==> config.mk <==
export PLATFORM = sky130hd
export DESIGN_NAME = dot_accumulator_flat
export DESIGN_NICKNAME = d
export VERILOG_FILES = /design/src/rtl/ai_core_pkg.sv /design/src/rtl/dot_accumulator_if.sv /design/src/rtl/dot_accumulator_sat_adder.sv /design/src/rtl/dot_accumulator.sv /design/src/flat_wrapper.sv
export SDC_FILE = /design/constraint.sdc
export NUM_CORES = 1
export LEC_CHECK = 0
export CAP_MARGIN = 5
export CORE_ASPECT_RATIO = 1.25
export CORE_MARGIN = 2
export CORE_UTILIZATION = 35
export CTS_BUF_LIST = sky130_fd_sc_hd__clkbuf_8
export CTS_CLUSTER_SIZE = 28
export DETAILED_ROUTE_END_ITERATION = 10
export MAX_ROUTING_LAYER = met4
export PLACE_DENSITY = 0.55
export SETUP_SLACK_MARGIN = 0.4
export SYNTH_ARGS = -nofsm -noshare
export SYNTH_HDL_FRONTEND = slang
export SYNTH_SLANG_ARGS = --single-unit
==> constraint.sdc <==
create_clock -name clk_i -period 3.9 [get_ports clk_i]
set_input_delay 0.585 -clock clk_i [delete_from_list [all_inputs] [get_ports clk_i]]
set_output_delay 0.585 -clock clk_i [all_outputs]
set_load 0.005 [all_outputs]
==> src/rtl/ai_core_pkg.sv <==
// Shared types and helpers for the AI datapath: multiplier product and
// accumulator widths, saturation limits and a saturating accumulate.
package ai_core_pkg;

  localparam int PROD_W_DEF = 12;
  localparam int ACC_W_DEF  = 20;

  typedef logic signed [PROD_W_DEF-1:0] prod_t;
  typedef logic signed [ACC_W_DEF-1:0]  acc_t;

  localparam acc_t ACC_MAX = {1'b0, {(ACC_W_DEF-1){1'b1}}};
  localparam acc_t ACC_MIN = {1'b1, {(ACC_W_DEF-1){1'b0}}};

  // One guard bit is enough: the sum of an ACC_W and a narrower value
  // cannot wrap past ACC_W+1 bits.
  function automatic acc_t sat_add(input acc_t a, input prod_t p, output logic ovf);
    logic [ACC_W_DEF:0] s;
    s   = {a[ACC_W_DEF-1], a} + {{(ACC_W_DEF+1-PROD_W_DEF){p[PROD_W_DEF-1]}}, p};
    ovf = s[ACC_W_DEF] ^ s[ACC_W_DEF-1];
    if (ovf)
      return s[ACC_W_DEF] ? ACC_MIN : ACC_MAX;
    return acc_t'(s[ACC_W_DEF-1:0]);
  endfunction

endpackage

==> src/rtl/dot_accumulator_if.sv <==
// Handshake bundle between the multiplier, the dot-product accumulator and
// the result consumer.
interface dot_accumulator_if
  import ai_core_pkg::*;
#(
  parameter int PROD_W = PROD_W_DEF,
  parameter int ACC_W  = ACC_W_DEF
);
  logic                     in_valid_i;
  logic                     in_ready_o;
  logic signed [PROD_W-1:0] in_prod_i;
  logic                     out_valid_o;
  logic                     out_ready_i;
  logic signed [ACC_W-1:0]  out_sum_o;
  logic                     out_ovf_o;
  logic                     busy_o;

  modport master (
    output in_valid_i, in_prod_i, out_ready_i,
    input  in_ready_o, out_valid_o, out_sum_o, out_ovf_o, busy_o
  );

  modport slave (
    input  in_valid_i, in_prod_i, out_ready_i,
    output in_ready_o, out_valid_o, out_sum_o, out_ovf_o, busy_o
  );
endinterface

==> src/rtl/dot_accumulator_sat_adder.sv <==
// Combinational saturating add of a signed product into a signed accumulator,
// with a flag raised whenever the result had to be clamped.
module sat_adder
  import ai_core_pkg::*;
#(
  parameter int PROD_W = PROD_W_DEF,
  parameter int ACC_W  = ACC_W_DEF
) (
  input  logic signed [ACC_W-1:0]  a,
  input  logic signed [PROD_W-1:0] b,
  output logic signed [ACC_W-1:0]  sum,
  output logic                     ovf
);

  generate
    if (ACC_W == ACC_W_DEF && PROD_W == PROD_W_DEF) begin : g_pkg
      acc_t sum_next;
      logic ovf_next;
      always_comb begin
        ovf_next = 1'b0;
        sum_next = sat_add(acc_t'(a), prod_t'(b), ovf_next);
      end
      assign sum = sum_next;
      assign ovf = ovf_next;
    end else begin : g_generic
      logic [ACC_W:0] raw;
      assign raw = {a[ACC_W-1], a} + {{(ACC_W+1-PROD_W){b[PROD_W-1]}}, b};
      assign ovf = raw[ACC_W] ^ raw[ACC_W-1];
      assign sum = !ovf       ? raw[ACC_W-1:0] :
                   raw[ACC_W] ? {1'b1, {(ACC_W-1){1'b0}}} :
                                {1'b0, {(ACC_W-1){1'b1}}};
    end
  endgenerate

endmodule

==> src/rtl/dot_accumulator.sv <==
// Accumulates VEC_LEN signed products into a saturating dot-product and
// hands the result out through a single-entry valid/ready register.
module dot_accumulator
  import ai_core_pkg::*;
#(
  parameter int PROD_W  = PROD_W_DEF,
  parameter int VEC_LEN = 16,
  parameter int ACC_W   = ACC_W_DEF
) (
  input logic             clk_i,
  input logic             rst_i,
  dot_accumulator_if.slave bus
);

  localparam int CNT_W = $clog2(VEC_LEN + 1);
  localparam logic [CNT_W-1:0] LAST = CNT_W'(VEC_LEN - 1);

  logic signed [ACC_W-1:0] acc_reg;
  logic                    ovf_reg;
  logic [CNT_W-1:0]        cnt_reg;
  logic                    out_valid_reg;
  logic signed [ACC_W-1:0] out_sum_reg;
  logic                    out_ovf_reg;

  logic signed [ACC_W-1:0] sum_next;
  logic                    clamp_next;
  logic                    is_last;
  logic                    in_ready;
  logic                    accept;
  logic                    drain;

  sat_adder #(
    .PROD_W (PROD_W),
    .ACC_W  (ACC_W)
  ) u_sat_adder (
    .a   (acc_reg),
    .b   (bus.in_prod_i),
    .sum (sum_next),
    .ovf (clamp_next)
  );

  assign is_last  = (cnt_reg == LAST);
  // Only the closing product of a vector needs the output register free.
  assign in_ready = !(out_valid_reg && !bus.out_ready_i && is_last);
  assign accept   = bus.in_valid_i && in_ready;
  assign drain    = out_valid_reg && bus.out_ready_i;

  always_ff @(posedge clk_i or posedge rst_i) begin
    if (rst_i) begin
      acc_reg       <= '0;
      ovf_reg       <= 1'b0;
      cnt_reg       <= '0;
      out_valid_reg <= 1'b0;
      out_sum_reg   <= '0;
      out_ovf_reg   <= 1'b0;
    end else begin
      if (drain)
        out_valid_reg <= 1'b0;
      if (accept) begin
        if (is_last) begin
          out_sum_reg   <= sum_next;
          out_ovf_reg   <= ovf_reg | clamp_next;
          out_valid_reg <= 1'b1;
          acc_reg       <= '0;
          ovf_reg       <= 1'b0;
          cnt_reg       <= '0;
        end else begin
          acc_reg <= sum_next;
          ovf_reg <= ovf_reg | clamp_next;
          cnt_reg <= cnt_reg + CNT_W'(1);
        end
      end
    end
  end

  assign bus.in_ready_o  = in_ready;
  assign bus.out_valid_o = out_valid_reg;
  assign bus.out_sum_o   = out_sum_reg;
  assign bus.out_ovf_o   = out_ovf_reg;
  assign bus.busy_o      = (cnt_reg != '0);

endmodule

==> src/flat_wrapper.sv <==
// flat-port wrapper written by rule: the top's interface ports become plain ports
module dot_accumulator_flat import ai_core_pkg::*;
#(
  parameter int PROD_W  = PROD_W_DEF,
  parameter int VEC_LEN = 16,
  parameter int ACC_W   = ACC_W_DEF
)
  (clk_i, rst_i, bus_in_valid_i, bus_in_prod_i, bus_out_ready_i, bus_in_ready_o, bus_out_valid_o, bus_out_sum_o, bus_out_ovf_o, bus_busy_o);
  dot_accumulator_if #(.PROD_W(PROD_W), .ACC_W(ACC_W)) bus_i ();
  input logic clk_i;
  input logic rst_i;
  input wire logic [$bits(bus_i.in_valid_i)-1:0] bus_in_valid_i;
  input wire logic [$bits(bus_i.in_prod_i)-1:0] bus_in_prod_i;
  input wire logic [$bits(bus_i.out_ready_i)-1:0] bus_out_ready_i;
  output wire logic [$bits(bus_i.in_ready_o)-1:0] bus_in_ready_o;
  output wire logic [$bits(bus_i.out_valid_o)-1:0] bus_out_valid_o;
  output wire logic [$bits(bus_i.out_sum_o)-1:0] bus_out_sum_o;
  output wire logic [$bits(bus_i.out_ovf_o)-1:0] bus_out_ovf_o;
  output wire logic [$bits(bus_i.busy_o)-1:0] bus_busy_o;
  assign bus_i.in_valid_i = bus_in_valid_i;
  assign bus_i.in_prod_i = bus_in_prod_i;
  assign bus_i.out_ready_i = bus_out_ready_i;
  assign bus_in_ready_o = bus_i.in_ready_o;
  assign bus_out_valid_o = bus_i.out_valid_o;
  assign bus_out_sum_o = bus_i.out_sum_o;
  assign bus_out_ovf_o = bus_i.out_ovf_o;
  assign bus_busy_o = bus_i.busy_o;
  dot_accumulator #(.PROD_W(PROD_W), .VEC_LEN(VEC_LEN), .ACC_W(ACC_W)) u_core (.clk_i(clk_i), .rst_i(rst_i), .bus(bus_i));
endmodule
==> flow_summary_export.csv <==
group,metric,value,unit
timing,setup_repair_after_global_routing_missed_its_margin,"yes",
floorplanning,die_y,108,microns
grt,grt_max_degree,49,
power,internal_power_consumption,2.14,mW
worst_setup_path,delay_of_the_slowest_cell_on_the_worst_path,0.42,ns
placement,routabilityCongestion,0.834,
routing,route.detailed.wl_per_inst,15.5,microns
status,outcome,"finished clean",
clock_tree,cts_sinks,48,
routing,drt-pass1-iter-count,4,
floorplanning,floorplan.die.width,87.5,microns
routing,drc,0,
worst_setup_path,crit_path_cell_chain,"clkdlybuf4s50_1 > ha_2 > inv_1 > fa_2 > nor2b_2 > o31ai_2 > a211oi_2 > a311oi_2 > o31ai_2 > a221o_1 > buf_4 > maj3_2 > mux2_2",
worst_setup_path,path_max_fanout,9,
clock_tree,cts_tree,"done",
clock_tree,cts_root_buffer,"clkbuf_8",
layout,highest_count_cells_in_the_layout_ignoring_fill_and_taps,"dfrtp_1, nand2_1, clkdlybuf4s50_1",
timing,timing.final.crit_period,3.39,ns
synthesis,register_bit_total_from_synthesis,48,
worst_setup_path,worst_setup_path_end_kind,"flop",
grt,grt_pass1_wl,12.0,mm
synthesis,synthesis.nets,356,
routing,route.vias.total,2512,
layout,layout_commonest_cell,"dfrtp_1",
grt,antenna_violations_before_repair,0,
clock_tree,tritoncts.num_buffers,5,
timing,timing.max_slew.rel_slack,0.319,
worst_setup_path,critical-path-top-delay-family,"compound AO/OA/AOI/OAI gates",
clock_tree,clock_tree.htree_level_count,2,
clock_tree,ctsLongestPathBuffers,2,
synthesis,synthCells,317,
floorplanning,die_footprint,0.00948,sq mm
timing,timing.setup.tns,0,ns
floorplanning,start_util,0.356,
timing,post-route-worst-setup-slack,0.510,ns
synthesis,ys_seq_area_frac,0.394,
run,maxCapViolations,0,
synthesis,synth_enable_flop_cells,0,
layout,fin_nets,410,
grt,grt_pass1_vias,2514,
synthesis,synthDistinctLibCells,51,
synthesis,synth.area.top_cells,"dfrtp_1, ha_1, o21ai_0",
layout,area.growth.synth_to_final,25.6,%
synthesis,post_synth_instance_area,0.00305,sq mm
timing,slew_at_the_pin_closest_to_its_max_slew_limit,1.02,ns
power,p_per_area,957,mW/mm^2
placement,placement.io_buffers,39,
timing,timing.final.crit_share,0.869,
power,power.clock.fraction,0.122,
worst_setup_path,timing.critical_path.required,4.10,ns
timing,fin_skew,0.0119,ns
worst_setup_path,cp.arrival,3.59,ns
synthesis,synth-warning-count,0,
grt,overflow,0,
floorplanning,num_rows,38,
floorplanning,design.portCount,40,
synthesis,synth.largest_area_cell,"dfrtp_1",
layout,share_of_cells_above_drive_strength_1,0.145,
clock_tree,clk_pin_slew_worst_paths,0.10,ns
worst_setup_path,timing.critical_path.buf_inv,3,
worst_setup_path,start_kind,"input pin",
routing,final_antenna_net_count,0,
layout,antenna_cells,0,
timing,final-setup-viol-count,0,
timing,final_hold_viol_count,0,
floorplanning,core_region_area,0.00856,sq mm
worst_setup_path,cpMaxStageDelayCell,"clkdlybuf4s50_1",
timing,max_freq,295,MHz
synthesis,asyncSetResetFlopFracSynth,1.00,
worst_setup_path,worstSetupPathType,"input pin to flop",
power,p_leak,1.65,nW
synthesis,post_synth.cell_area_avg,9.62,sq um
worst_hold_path,holdCritPathClass,"flop to flop",
worst_setup_path,worst_path_most_repeated_cell,"o31ai_2",
synthesis,synth_largest_type_area_fraction,0.394,
power,comb_pwr_share,0.635,
clock_tree,hold_buffers_post_cts,0,
placement,detailed_place_hpwl,5.39,mm
power,seqPwrFrac,0.243,
grt,grt.total_usage,0.164,
timing,final.hold.worst_slack,0.488,ns
routing,wirelength_routed,7.29,mm
clock_tree,clock_insertion_delay_worst_skew,0.31,ns
power,switching_share,0.417,
power,switching_power,1.53,mW
power,power.ir.vdd_worst,0.371,mV
routing,drt_iter0_drc,112,
synthesis,synth_flop_cell,"dfrtp_1",
timing,timing.final.max_slew_violations,0,
placement,pre_cts_ws,-0.0119,ns
routing,post_drt_via_cell_ratio,5.32,
through the flow:
step	power, mW	cells	util	area (sq um)
after floorplan	2.43	317	-	3050
after global placement	3.15	461	0.427	3650
final	3.67	472	0.448	3830
after detailed placement	3.18	461	0.427	3650
after global routing	3.98	472	0.448	3830
after CTS	3.65	469	0.444	3800
worst paths after layout:
kind | slack [ns] | endpoint | depth (start not counted) | start
worst min-delay path | 0.49 | u_core.bus.out_sum_o[19] | 2 | u_core.bus.out_sum_o[19]
max in group asynchronous | 2.43 | u_core.acc_reg[12] | 2 | rst_i
min in group asynchronous | 0.84 | u_core.acc_reg[16] | 2 | rst_i
worst max-delay path | 0.51 | u_core.bus.out_sum_o[7] | 13 | bus_in_prod_i[0]
worst min register to register | 0.49 | u_core.bus.out_sum_o[19] | 2 | u_core.bus.out_sum_o[19]
worst max register to register | 0.82 | u_core.bus.out_sum_o[7] | 12 | u_core.acc_reg[0]
cells in the mapped netlist (5+ instances only):
| cell type | number |
|---|---|
| a21o_1 | 6 |
| a21oi_1 | 21 |
| a22o_1 | 5 |
| a31oi_1 | 7 |
| clkbuf_1 | 7 |
| dfrtp_1 | 48 |
| ha_1 | 22 |
| inv_1 | 12 |
| maj3_1 | 5 |
| maj3_2 | 5 |
| mux2_2 | 5 |
| nand2_1 | 40 |
| nand3_1 | 5 |
| nor2_1 | 20 |
| o211ai_1 | 5 |
| o21ai_0 | 39 |
| xnor2_1 | 15 |
worst register-to-register path: stages (launching register included):
cell      delay (ns)
dfrtp_1         0.40
ha_2            0.20
inv_1           0.08
fa_2            0.22
nor2b_2         0.06
o31ai_2         0.26
a211oi_2        0.14
a311oi_2        0.34
o31ai_2         0.10
a221o_1         0.38
buf_4           0.21
maj3_2          0.33
mux2_2          0.27
layer usage:
metal,vias to the layer above,part of all wire,track usage
li1,1259,-,-
met1,1211,0.46,0.215
met2,35,0.50,0.271
met3,7,0.026,0.0183
met4,0,0.012,0.0396
met5,-,0,-
cell families after synthesis:
kind of cell,share of synthesized area
mux,0.0185
xor+xnor,0.0599
simple gates,0.109
flops,0.394
fa+ha+maj,0.132
compound gates,0.258
buf+inv,0.0291
repair_timing:
action | 4_1_cts | 5_1_grt
setup buffers | 0 | 3
endpoints found under the setup margin | 15 | 33
pin swaps | 0 | 5
gates resized for setup | 2 | 11
cloned | 0 | 0
layout make-up:
class                   count  area [sq um]
inverters                  12          45.0
multi-input cells         247          1790
repair buffers             57           538
clock inverters             3          68.8
clock buffers               5          68.8
flip-flops and latches     48          1200
fillers                   830          4730
well taps                 100           125
power by group through the flow:
stage	logic [mW]	clock network (mW)	registers, mW
6_report	2.33	0.448	0.892
5_1_grt	2.58	0.478	0.925
4_1_cts	2.29	0.461	0.896
3_5_place_dp	2.27	0	0.903
3_3_place_gp	2.25	0	0.902
2_1_floorplan	1.56	0	0.877
No activity file was read; power rests on OpenSTA's default activity.
